### src/rtl/note2dds_poly.sv
// Polyphonic MIDI-note to DDS phase-increment converter with shared signed pitch bend.
// One time-multiplexed engine scans all voices: clamp, divide by 12, interpolate, octave shift.
module note2dds_poly #(
  parameter int unsigned VOICES    = 8,
  parameter int unsigned ACC_WIDTH = 32,
  parameter int unsigned FRAC_BITS = 4,
  parameter int unsigned BEND_W    = 9,
  localparam int unsigned VW       = (VOICES > 1) ? $clog2(VOICES) : 1
) (
  input  logic                     CLK,
  input  logic                     RESET_N,
  input  logic                     NOTE_WE,
  input  logic [VW-1:0]            NOTE_VOICE,
  input  logic [6:0]               NOTE_IN,
  input  logic signed [BEND_W-1:0] BEND,
  output logic [ACC_WIDTH-1:0]     ADDER_OUT,
  output logic [VW-1:0]            ADDER_VOICE,
  output logic                     ADDER_VALID
);

  localparam int unsigned PW   = 7 + FRAC_BITS;
  localparam int unsigned SW   = ((PW > BEND_W) ? PW : BEND_W) + 2;
  localparam int unsigned PMAX = 127 << FRAC_BITS;

  // Increments for the top octave; entry 12 is one octave above entry 0.
  localparam logic [19:0] TABLE [13] = '{
    20'd359575, 20'd380957, 20'd403610, 20'd427610, 20'd453037, 20'd479976, 20'd508516,
    20'd538754, 20'd570790, 20'd604731, 20'd640691, 20'd678788, 20'd719150
  };

  typedef enum logic [1:0] {StLoad, StDiv, StInterp, StOut} state_e;

  state_e                state_q, state_d;
  logic [VW-1:0]         voice_q, voice_d;
  logic [6:0]            notes_q [VOICES];
  logic [6:0]            rem_q, rem_d;
  logic [FRAC_BITS-1:0]  frac_q, frac_d;
  logic [3:0]            oct_q, oct_d;
  logic [19:0]           v_q, v_d;
  logic [ACC_WIDTH-1:0]  out_q, out_d;
  logic [VW-1:0]         out_voice_q, out_voice_d;
  logic                  valid_q, valid_d;

  logic signed [SW-1:0]  p_raw;
  logic [PW-1:0]         p_clamp;
  logic [19:0]           t_lo, t_hi;
  logic [16:0]           t_diff;
  logic [16+FRAC_BITS:0] t_prod;
  logic [3:0]            shift;

  always_comb begin
    p_raw = $signed({{(SW-PW){1'b0}}, notes_q[voice_q], {FRAC_BITS{1'b0}}}) + SW'(BEND);
    if (p_raw[SW-1]) begin
      p_clamp = '0;
    end else if (p_raw > $signed(SW'(PMAX))) begin
      p_clamp = PW'(PMAX);
    end else begin
      p_clamp = p_raw[PW-1:0];
    end
  end

  always_comb begin
    t_lo   = TABLE[rem_q[3:0]];
    t_hi   = TABLE[rem_q[3:0] + 4'd1];
    t_diff = 17'(t_hi - t_lo);
    t_prod = (17 + FRAC_BITS)'(t_diff) * (17 + FRAC_BITS)'(frac_q);
    shift  = 4'd10 - oct_q;
  end

  always_comb begin
    state_d     = state_q;
    voice_d     = voice_q;
    rem_d       = rem_q;
    frac_d      = frac_q;
    oct_d       = oct_q;
    v_d         = v_q;
    out_d       = out_q;
    out_voice_d = out_voice_q;
    valid_d     = 1'b0;
    unique case (state_q)
      StLoad: begin
        rem_d   = p_clamp[PW-1:FRAC_BITS];
        frac_d  = p_clamp[FRAC_BITS-1:0];
        oct_d   = 4'd0;
        state_d = StDiv;
      end
      StDiv: begin
        if (rem_q >= 7'd12) begin
          rem_d = rem_q - 7'd12;
          oct_d = oct_q + 4'd1;
        end else begin
          state_d = StInterp;
        end
      end
      StInterp: begin
        v_d     = t_lo + 20'(t_prod >> FRAC_BITS);
        state_d = StOut;
      end
      StOut: begin
        out_d       = ACC_WIDTH'(v_q >> shift);
        out_voice_d = voice_q;
        valid_d     = 1'b1;
        voice_d     = (32'(voice_q) == VOICES - 1) ? '0 : voice_q + VW'(1);
        state_d     = StLoad;
      end
      default: state_d = StLoad;
    endcase
  end

  always_ff @(posedge CLK or negedge RESET_N) begin
    if (!RESET_N) begin
      state_q     <= StLoad;
      voice_q     <= '0;
      rem_q       <= '0;
      frac_q      <= '0;
      oct_q       <= '0;
      v_q         <= '0;
      out_q       <= '0;
      out_voice_q <= '0;
      valid_q     <= 1'b0;
    end else begin
      state_q     <= state_d;
      voice_q     <= voice_d;
      rem_q       <= rem_d;
      frac_q      <= frac_d;
      oct_q       <= oct_d;
      v_q         <= v_d;
      out_q       <= out_d;
      out_voice_q <= out_voice_d;
      valid_q     <= valid_d;
    end
  end

  // LOAD samples the pre-edge contents, so a same-cycle write lands on the next scan.
  always_ff @(posedge CLK or negedge RESET_N) begin
    if (!RESET_N) begin
      for (int unsigned i = 0; i < VOICES; i++) notes_q[i] <= '0;
    end else if (NOTE_WE && (32'(NOTE_VOICE) < VOICES)) begin
      notes_q[NOTE_VOICE] <= NOTE_IN;
    end
  end

  assign ADDER_OUT   = out_q;
  assign ADDER_VOICE = out_voice_q;
  assign ADDER_VALID = valid_q;

endmodule

### config.mk
export PLATFORM = sky130hd
export DESIGN_NAME = note2dds_poly
export DESIGN_NICKNAME = d
export VERILOG_FILES = /design/src/rtl/note2dds_poly.sv
export SDC_FILE = /design/constraint.sdc
export NUM_CORES = 1
export LEC_CHECK = 0
export ABC_AREA = 1
export BUFFER_PORTS_ARGS = -buffer_cell sky130_fd_sc_hd__clkbuf_2
export CORE_ASPECT_RATIO = 0.9
export CORE_MARGIN = 2
export CORE_UTILIZATION = 35
export CTS_BUF_LIST = sky130_fd_sc_hd__clkbuf_4 sky130_fd_sc_hd__clkbuf_8 sky130_fd_sc_hd__clkbuf_16
export CTS_CLUSTER_DIAMETER = 40
export DETAILED_ROUTE_END_ITERATION = 8
export PLACE_DENSITY = 0.6
export SETUP_SLACK_MARGIN = 0.1
export SYNTH_ARGS = -nofsm -noshare
export SYNTH_HDL_FRONTEND = slang
export SYNTH_SLANG_ARGS = --single-unit
### constraint.sdc
create_clock -name CLK -period 22 [get_ports CLK]
set_input_delay 2.2 -clock CLK [delete_from_list [all_inputs] [get_ports CLK]]
set_output_delay 2.2 -clock CLK [all_outputs]
set_load 0.02 [all_outputs]
# Word-level counts from Yosys, hierarchy flattened

Memory sizes are Yosys's and may differ from the RTL's.
Cells that the tools add are included.
Widths: inputs -> output; s select.

Add/sub/neg operators: 8
Multipliers: 1
Magnitude comparators: 7
Equal/unequal tests: 6
Shift-type cells: 1
Multiplexer cells: 20
Bitwise gates (word level): 4
Reductions and logical operators: 4

Operators with widths:

| cell                 | count |
|---|---|
| $bwmux 56            | 1 |
| $mux 20              | 2 |
| $mux 17              | 2 |
| $shr 20x4->32        | 1 |
| $mux 7               | 4 |
| $mux 11              | 2 |
| $bmux 7 s3           | 1 |
| $demux 7 s3          | 1 |
| $mul 17x4->21        | 1 |
| $add 20x17->20       | 1 |
| $sub 17x17->17       | 1 |
| $pmux 7 s2           | 1 |
| $add 12x9->13        | 1 |
| $gt 13x12->1 const B | 1 |
| $ge 5x5->1 const B   | 2 |
| $not 4->5            | 2 |
| $add 4x1->4 const B  | 2 |
| $ge 4x4->1 const B   | 2 |
| $not 3->4            | 2 |
| $pmux 2 s4           | 1 |
| $pmux 4 s2           | 1 |
| $ge 7x4->1 const B   | 1 |
| $sub 7x4->7 const B  | 1 |
| $eq 2x2->1 const B   | 2 |
| 14 further kinds     | 15 |

Bits in registers: 132
Memory bits (read-only): 640
Bits of input ports: 22
Output and inout port bits: 36
Logic and storage cells: 70
Memories: 2

Memory list:

| memory          | words | bits a word | rd ports | clocked after Yosys merged registers in | wr ports | line | RTL |
|---|---|---|---|---|---|---|---|
| (no name shown) | 16    | 20          | 1        | 0                                       | 0        | 64   | `t_hi = TABLE[rem_q[3:0] + 4'd1];` |
| (no name shown) | 16    | 20          | 1        | 0                                       | 0        | 63   | `t_lo = TABLE[rem_q[3:0]];` |

# Longest topological paths before layout

Gate-level depths: netlist (run 1).

Depth in word-level cells: 9
Mapped depth: 46
Depth with buffers taken out: 46

# Worst setup path after synthesis (run 1)

No wires, ideal clock.

Path kind: reg-to-reg
Start: register rem_q[0]
End: register v_q[19]
Setup time: 118 ps
Arrival: 6841 ps
Data required time: 21882 ps
Slack: 15041 ps
Cell stages (with the launch flop): 44
Path buffers: 1
Period minus slack after synthesis: 6959 ps
Path through: dfrtp_1 buf_2 inv_1 ha_1 xor2_1 o21ai_0 o21ai_0 ha_1 inv_1 fa_1 nand3_1 nand3_1 nand2_1 nand2_1 a21oi_1 inv_1 nand3_2 nand2_2 [... 8 more ...] nand2_1 inv_1 a21oi_1 nand3_1 a31oi_1 o21ai_0 a21oi_1 xor2_1 inv_1 ha_1 nand2_1 nor2_1 nor4b_1 nand3_1 nand2_1 nand2_1 nand3_1 nand2_1

Cells in the longest elaborated chain, start to end: 8
Elaborated cells on any way between the ends: 12
Classes of those cells: 3 x add/sub; 1 x mul; 4 x mux; 2 x bitwise; 2 x memory

RTL lines:

| item                                       | line | RTL |
|---|---|---|
| from (decl)                                | 36   | `logic [6:0] rem_q, rem_d;` |
| from (signal assigned)                     | 124  | `rem_q <= rem_d;` |
| $add 4x1->4                                | 64   |  |
| $not 4->5 (not written as such)            | 64   |  |
| $mem_v2 16x20                              | --   |  |
| $mux 17 (not written as such) (2 in a row) | 64   |  |
| $sub 17x17->17                             | 65   | `t_diff = 17'(t_hi - t_lo);` |
| $mul 17x4->21                              | 66   | `t_prod = (17 + FRAC_BITS)'(t_diff) * (17 + FRAC_BITS)'(frac_q);` |
| $add 20x17->20 *                           | 96   | `v_d = t_lo + 20'(t_prod >> FRAC_BITS);` |
| to (signal assigned)                       | 127  | `v_q <= v_d;` |
| to (decl)                                  | 39   | `logic [19:0] v_q, v_d;` |

Every way passes the cells marked *; elsewhere a longest branch is shown, timed or not. The select of a mux whose other input is x is not followed.
A chain may end at the register's enable or synchronous reset.

# Worst setup path in the final report (run 1)

Same ends and word-level chain as after synthesis.

==> impl_metrics.py, run 1 <==
metrics = {
    "run_status": {
        "status": "finished clean",
    },
    "synthesis": {
        "synth_compound_area_frac": 0.174,
        "synth_seq_area_share": 0.285,
        "synth_edf_count": 0,
        "synthArstFlopShare": 1.00,
        "synth_top_area_frac": 0.285,
        "synthXorXnorAreaFrac": 0.0347,
        "synth_top_family_by_area": "simple AND/OR/NAND/NOR gates",
        "synth-simple-area-share": 0.245,
        "syn_area_per_cell_um2": 7.02,
        "yosysUniqueCellTypes": 49,
        "synth_seq_cells": 120,
        "ys.flop_type": "dfrtp_1",
        "ys_warn_count": 0,
        "synth_area_um2": 10500,
        "synthMuxAreaShare": 0.000951,
        "synthesis.instances": 1499,
        "synth.area.top_cells": "dfrtp_1, nand2_1, ha_1",
        "yosys.area.top_type": "dfrtp_1",
        "synth_fa_ha_area_frac": 0.161,
    },
    "timing": {
        "slew_headroom": 0.373,
        "period_share": 0.363,
        "worst_pin_slew_ps": 941,
        "timing.final.ws_setup_ps": 14000,
        "skew_ps": 8.29,
        "finalSetupViolCount": 0,
        "rsz0062_at_grt": "false",
        "fin_tns_setup_ps": 0,
        "drv_slew": 0,
        "min_period_ps": 8000,
        "timing.fmax_ghz": 0.125,
        "finalHoldViolations": 0,
    },
    "setup_path": {
        "worstPathMaxFanout": 16,
        "slowest_stage": "dfrtp_1",
        "critPathKind": "flip-flop to flip-flop",
        "crit_path_frequent_cell": "inv_1",
        "slowest_delay_ps": 660,
        "endpoint_kind": "flip-flop",
        "required_ps": 22310,
        "worstPathArrival_ps": 8310,
        "critical_path.startpoint_type": "flip-flop",
    },
    "route": {
        "wl_per_cell_um": 14.5,
        "wl_met2_mm": 12.1,
        "drtIter0Drc": 762,
        "first_pass_iters": 5,
        "vias": 9740,
        "ant_nets": 0,
        "route.met3.wl_mm": 1.44,
        "routed_wl_mm": 28.0,
        "avgViaCountPerCell": 5.03,
        "routed.top_layer": "met4",
        "m1WireLength_mm": 14.2,
        "drc": 0,
    },
    "grt": {
        "first_global_vias": 9482,
        "grt_antenna_before_repair": 0,
        "grtUsageTotal": 0.186,
        "grt_pass1_wl_mm": 47.8,
        "grt_max_degree": 75,
        "grt-ovfl-total": 0,
    },
    "clocking": {
        "post-cts-setup-buffers": 0,
        "cts_tree": "built",
        "cts-hold-fix-buffers": 0,
        "clock_latency_ps": 430,
        "cts_num_sinks": 120,
        "cts_root_buffer": "clkbuf_16",
        "clk_pin_slew_ps": 50,
        "clockBufferDepth": 2,
        "numCtsBuffers": 17,
        "cts_resized": 0,
        "htree_levels": 4,
    },
    "run": {
        "drv_cap": 0,
    },
    "layout": {
        "final-instance-count-excl-fill": 1936,
        "utilization": 0.393,
        "nets": 1658,
        "num_antenna_cells": 0,
        "layout-drive-gt1-share": 0.0672,
        "syn_to_final_growth_pct": 11.2,
    },
    "floorplanning": {
        "row_count": 60,
        "die_y_um": 168,
        "start_util": 0.354,
        "io_pins": 58,
        "core_area_um2": 29700,
        "fp.dieArea_um2": 31500,
        "fp.dieW_um": 187,
    },
    "placement": {
        "preCtsSetupSlack_ps": 14060,
        "place_congestion": 0.908,
        "post-place-cells": 1904,
        "io_buffers": 45,
        "dp_hpwl_mm": 21.5,
    },
    "min_path": {
        "hp-class": "flip-flop to flip-flop",
    },
}
layout by cell type (no fill, tap or decap), drive strengths merged, types with 14 or more instances in the layout:
cell      n
fa       32
a21oi    75
o211ai   15
o21ai   182
xnor2    14
nand2   363
xor2     26
inv     202
clkbuf   62
nand3    76
dfrtp   120
ha       84
nor2    153
path summary, 6_finish.rpt:
path,from,to,cells after the start,slack [ps]
setup / recovery,rem_q[0],v_q[19],42,14000
hold / removal,ADDER_VOICE[1],ADDER_VOICE[1],2,480
setup reg to reg,rem_q[0],v_q[19],42,14000
hold reg to reg,ADDER_VOICE[1],ADDER_VOICE[1],2,480
max in group asynchronous,RESET_N,notes_q[1],2,18850
min in group asynchronous,RESET_N,ADDER_OUT[9],1,1780
worst max-delay path, delay by kind of cell, from the launching register on:
family / cells / cell delay, ps
adder cells (fa/ha/maj): 7 / 2790
buffers and inverters: 9 / 790
AO/OA/AOI/OAI: 10 / 1880
AND/OR/NAND/NOR: 13 / 1160
XOR/XNOR: 3 / 600
flip-flops: 1 / 660
layer usage:
| layer | up-vias | GRT usage |
|---|---|---|
| met5 | - | 0 |
| met4 | 0 | 0.0373 |
| met1 | 4572 | 0.273 |
| li1 | 4916 | - |
| met2 | 229 | 0.289 |
| met3 | 23 | 0.0309 |
metrics by stage:
step / cell area [µm²] / hold WS, ps
detailed placement: 11100 / 463
global placement: 11100 / 456
CTS: 11700 / 477
floorplan: 10600 / 437
global route: 11700 / 506
finish: 11700 / 475
sequential cells by signal (all words and copies together) (netlist names):
signal and count:
ADDER_OUT 20, ADDER_VALID 1, oct_q 4, notes_q 56, frac_q 4, ADDER_VOICE 3
state_q 2, voice_q 3, v_q 20, rem_q 7
cell families (layout without fill, tap and decap cells):
family / Yosys count / after routing
compound gates: 329 / 329
xor+xnor: 40 / 40
fa+ha+maj: 116 / 116
buf+inv: 262 / 285
flops: 120 / 120
mux: 1 / 1
other cells: 1 / 12
simple gates: 630 / 630
synth_stat cells (10+ instances only):
library cell,n
nand3_1,75
fa_1,32
a31oi_1,12
nand4_1,10
nor2_1,151
ha_1,84
dfrtp_1,120
clkbuf_1,41
nand2_1,358
xor2_1,24
o211ai_1,15
a21oi_1,75
buf_4,12
o22ai_1,10
xnor2_1,14
o21ai_0,178
inv_1,199
final cells by class:
cell class,count,area (µm²)
fill,3152,18000
multi-input combinational,1128,6520
sequential,120,3000
inverter,203,762
tap,403,504
clock buffer,18,439
timing repair buffer,50,265
clock inverter,14,198
Power of run 1 is not shown: default switching activity piles up to over one toggle a cycle in this logic, so the estimate is an artifact.
==> run 2, diff against run 1 <==
--- a/config.mk
+++ b/config.mk
@@ -13,7 +13,7 @@
 export CTS_BUF_LIST = sky130_fd_sc_hd__clkbuf_4 sky130_fd_sc_hd__clkbuf_8 sky130_fd_sc_hd__clkbuf_16
 export CTS_CLUSTER_DIAMETER = 40
 export DETAILED_ROUTE_END_ITERATION = 8
-export PLACE_DENSITY = 0.6
+export PLACE_DENSITY = 0.61
 export SETUP_SLACK_MARGIN = 0.1
 export SYNTH_ARGS = -nofsm -noshare
 export SYNTH_HDL_FRONTEND = slang
==> constraint.sdc (replaced) <==
create_clock -name CLK -period 6.5 [get_ports CLK]
set_input_delay 0.65 -clock CLK [delete_from_list [all_inputs] [get_ports CLK]]
set_output_delay 0.65 -clock CLK [all_outputs]
set_load 0.02 [all_outputs]
==> run 2 against run 1 <==
Critical path depth decreased by 4. Global-route usage increased by 0.96 points. Sequential share of layout area decreased by 5.3 points. First-iteration DRC count down 8.8%. Register-to-register slack got worse by 14000 ps. Via count increased by 11%. The run now ends with negative setup slack left. Routed wire length rose by 11%. Critical path type unchanged. Hold slack got worse by 250 ps. Highest routed layer unchanged. Utilization up 10 points. Design area increased by 26%.
==> impl_metrics.py, run 2 (synthesis results as in run 1) <==
metrics = {
    "run_status": {
        "status": "finished with violations",
        "violations": "negative setup slack",
    },
    "floorplanning": {
        "die_y_um": 168,
        "core_area_um2": 29700,
        "start_util": 0.354,
        "row_count": 60,
        "fp.dieW_um": 187,
        "io_pins": 58,
        "fp.dieArea_um2": 31500,
    },
    "run": {
        "drv_cap": 0,
    },
    "clocking": {
        "clk_pin_slew_ps": 60,
        "htree_levels": 4,
        "cts_root_buffer": "clkbuf_16",
        "numCtsBuffers": 17,
        "clock_latency_ps": 420,
        "cts_num_sinks": 120,
        "clockBufferDepth": 2,
        "cts_tree": "built",
    },
    "route": {
        "routed_wl_mm": 31.0,
        "ant_nets": 0,
        "wl_per_cell_um": 14.4,
        "vias": 10800,
        "first_pass_iters": 6,
        "drtIter0Drc": 695,
        "avgViaCountPerCell": 5.02,
        "drc": 0,
    },
    "layout": {
        "layout-drive-gt1-share": 0.313,
        "nets": 1881,
        "num_antenna_cells": 0,
        "most-common-layout-cells": "nand2_1, buf_4, inv_1, o21ai_0, nor2_1",
        "syn_to_final_growth_pct": 40.3,
        "final-instance-count-excl-fill": 2158,
        "largest_reg_flops": 56,
        "regMostFlops": "notes_q",
        "fillCellCount": 2892,
        "final_common_cell": "nand2_1",
    },
    "timing": {
        "finalHoldViolations": 0,
        "fin_tns_setup_ps": -342,
        "period_share": 1.02,
        "rsz0062_at_grt": "true",
        "timing.final.ws_setup_ps": -106,
        "skew_ps": 8.93,
        "slew_headroom": 0.349,
        "worst_pin_slew_ps": 976,
        "timing.fmax_ghz": 0.151,
        "min_period_ps": 6610,
        "finalSetupViolCount": 4,
        "drv_slew": 0,
    },
    "placement": {
        "place_congestion": 0.904,
        "dp_hpwl_mm": 22.5,
        "post-place-cells": 2064,
        "io_buffers": 45,
    },
    "setup_path": {
        "critical_path.startpoint_type": "flip-flop",
        "crit_path_frequent_cell": "nand2_2",
        "worstPathMaxFanout": 6,
        "slowest_stage": "fa_1",
        "worstPathArrival_ps": 6950,
        "slowest_delay_ps": 520,
        "critPathKind": "flip-flop to flip-flop",
        "required_ps": 6850,
        "endpoint_kind": "flip-flop",
    },
    "grt": {
        "use_met3": 0.0342,
        "grt_antenna_before_repair": 0,
        "grtUsageTotal": 0.195,
        "use_met1": 0.276,
        "grt_util_met2": 0.316,
        "grt_busiest_layer": "met2",
        "grt_pass1_wl_mm": 50.9,
        "grt_max_degree": 76,
        "grt-ovfl-total": 0,
        "first_global_vias": 10400,
    },
    "min_path": {
        "hp-class": "input pin to asynchronous set/reset pin",
    },
}
## run 2: per-layer routing
metal | vias up | part of all wire
li1 | 5368 | -
met1 | 5185 | 0.48
met2 | 236 | 0.46
met3 | 34 | 0.047
met4 | 0 | 0.013
met5 | - | 0
## run 2: timing repair
item | CTS | global route
setup buffers | 42 | 22
endpoints found under the setup margin | 14 | 14
gates cloned | 0 | 0
gates resized for setup | 154 | 140
pin swaps | 104 | 131
hold buffers | 0 | 0
## run 2: area by class of cell
type,count,area [µm²],share of cell area
Timing Repair Buffer,273,2010,0.136
Clock inverter,12,176,0.0120
Sequential cell,120,3000,0.204
Inverter,203,766,0.0519
Multi-Input combinational cell,1128,7850,0.532
Tap cell,403,504,0.0342
Clock buffer,19,447,0.0303
## run 2: worst max-delay path, delay by kind of cell, from the launching register on
kind                     cells  cell delay [ps]
buffers and inverters       10             1080
adder cells (fa/ha/maj)      5             1960
AND/OR/NAND/NOR             13             1320
XOR/XNOR                     3              750
AO/OA/AOI/OAI                7              990
flip-flops                   1              410
## run 2: final timing paths
check	cells after the start	end	slack, ps	from
hold / removal	1	notes_q[2]	230	RESET_N
min in group CLK	3	notes_q[1]	450	NOTE_IN[1]
setup / recovery	38	v_q[18]	-110	rem_q[1]
max in group asynchronous	2	v_q[17]	4860	RESET_N
hold reg to reg	2	ADDER_VOICE[1]	480	ADDER_VOICE[1]
setup reg to reg	38	v_q[18]	-110	rem_q[1]
## run 2: metrics by stage
stage	hold WS [ps]	cell area, µm²	util	worst slack [ps]
2_1_floorplan	354	10700	-	101
3_3_place_gp	457	12400	0.418	-338
3_5_place_dp	462	12400	0.418	-398
4_1_cts	246	14000	0.472	-11.1
5_1_grt	269	14800	0.496	-496
6_report	227	14800	0.496	-106
Power of run 2 is left out for the same reason.
==> run 3, diff against run 2 <==
--- a/config.mk
+++ b/config.mk
@@ -8,7 +8,6 @@
 export ABC_AREA = 1
 export BUFFER_PORTS_ARGS = -buffer_cell sky130_fd_sc_hd__clkbuf_2
 export CORE_ASPECT_RATIO = 0.9
-export CORE_MARGIN = 2
 export CORE_UTILIZATION = 35
 export CTS_BUF_LIST = sky130_fd_sc_hd__clkbuf_4 sky130_fd_sc_hd__clkbuf_8 sky130_fd_sc_hd__clkbuf_16
 export CTS_CLUSTER_DIAMETER = 40
==> run 3 against run 2 <==
Routed wire length is 0.64% higher. Hold slack gained 130 ps. The run still ends with negative setup slack left. Design area is 1.4% lower. Critical endpoint unchanged.
==> impl_metrics.py, run 3 (synthesis results as in run 1) <==
metrics = {
    "floorplanning": {
        "die_y_um": 166,
        "fp.dieW_um": 185,
        "start_util": 0.360,
        "fp.dieArea_um2": 30800,
        "io_pins": 58,
        "core_area_um2": 29200,
        "row_count": 59,
    },
    "clocking": {
        "clockBufferDepth": 2,
        "htree_levels": 4,
        "cts_tree": "built",
        "clock_latency_ps": 420,
        "clk_pin_slew_ps": 60,
        "numCtsBuffers": 17,
        "cts_root_buffer": "clkbuf_16",
        "cts_num_sinks": 120,
        "cts-hold-fix-buffers": 0,
    },
    "timing": {
        "timing.final.ws_setup_ps": -122,
        "slew_headroom": 0.329,
        "period_share": 1.02,
        "min_period_ps": 6620,
        "timing.fmax_ghz": 0.151,
        "finalSetupViolCount": 7,
        "skew_ps": 8.48,
        "fin_hold_ws_ps": 362,
        "worst_pin_slew_ps": 1010,
        "finalHoldViolations": 0,
        "drv_slew": 0,
        "rsz0062_at_grt": "true",
    },
    "route": {
        "wl_met2_mm": 14.2,
        "wl_per_cell_um": 14.5,
        "m1WireLength_mm": 15.1,
        "ant_nets": 0,
        "drtIter0Drc": 797,
        "vias": 10800,
        "routed_wl_mm": 31.2,
        "routed.top_layer": "met4",
        "avgViaCountPerCell": 5.01,
        "first_pass_iters": 7,
        "route.met3.wl_mm": 1.47,
        "drc": 0,
    },
    "grt": {
        "grt_antenna_before_repair": 0,
        "first_global_vias": 10500,
        "grt_max_degree": 80,
        "grt_pass1_wl_mm": 51.7,
        "grtUsageTotal": 0.208,
        "grt-ovfl-total": 0,
    },
    "setup_path": {
        "critPathKind": "flip-flop to flip-flop",
        "worstPathMaxFanout": 4,
        "worstPathArrival_ps": 6980,
        "required_ps": 6860,
        "endpoint_kind": "flip-flop",
        "slowest_stage": "fa_1",
        "r2r_setup_slack_ps": -120,
        "critical_path.startpoint_type": "flip-flop",
        "slowest_delay_ps": 470,
        "crit_path_frequent_cell": "buf_4",
    },
    "placement": {
        "dp_hpwl_mm": 22.8,
        "place_congestion": 0.917,
        "io_buffers": 45,
        "place_area_um2": 12400,
    },
    "run": {
        "drv_cap": 0,
    },
    "layout": {
        "layout-drive-gt1-share": 0.290,
        "largest_reg_flops": 56,
        "regMostFlops": "notes_q",
        "fillCellCount": 2892,
        "nets": 1879,
        "num_antenna_cells": 0,
        "design_area_um2": 14600,
        "utilization": 0.498,
        "most-common-layout-cells": "nand2_1, buf_4, inv_1, o21ai_0, nor2_1",
        "syn_to_final_growth_pct": 38.4,
        "final_common_cell": "nand2_1",
    },
    "min_path": {
        "hp-class": "input pin to asynchronous set/reset pin",
    },
    "run_status": {
        "status": "finished with violations",
        "violations": "negative setup slack",
    },
}
[run 3: per-layer routing]
metal  track usage  up-vias
met5             0        -
met1         0.298     5136
met4        0.0367        0
li1              -     5358
met2         0.327      234
met3        0.0370       45
[run 3: repair_timing]
action | CTS | global route
pin swaps | 92 | 101
gates resized for setup | 135 | 97
buffers inserted | 50 | 13
endpoints found under the setup margin | 14 | 14
[run 3: final timing paths]
check,startpoint,endpoint,cells past startpoint
max in group asynchronous,RESET_N,notes_q[32],2
min reg2reg,ADDER_VOICE[1],ADDER_VOICE[1],2
max reg2reg,rem_q[0],v_q[18],39
max,rem_q[0],v_q[18],39
min,RESET_N,ADDER_OUT[17],1
min in group CLK,NOTE_IN[1],notes_q[1],3
[run 3: stage by stage]
step	setup WS [ps]	setup TNS (ps)	instances
after detailed placement	-454	-3980	2055
after global routing	-485	-4570	2150
after floorplan	101	0	1510
final	-122	-476	2150
after CTS	-33.2	-55.2	2137
after global placement	-408	-3270	2055
[run 3: critical path: cells and delay by family, from the launching register on]
kind                       cells  cell delay (ps)
buffers and inverters         15             1840
xor gates and xnor gates       3              510
DFF                            1              420
AOI/OAI and AO/OA              3              510
and+or+nand+nor               13             1560
adders and majority gates      5             1690
[run 3: layout make-up]
cell class | instances | area (µm²) | area share
Clock buffer | 18 | 439 | 0.0302
Clock inverter | 14 | 219 | 0.0150
Inverter | 203 | 766 | 0.0526
Multi-Input combinational cell | 1128 | 7650 | 0.526
Sequential cell | 120 | 3010 | 0.206
Tap cell | 396 | 495 | 0.0340
Timing Repair Buffer | 271 | 1980 | 0.136
Power of run 3 is left out for the same reason.
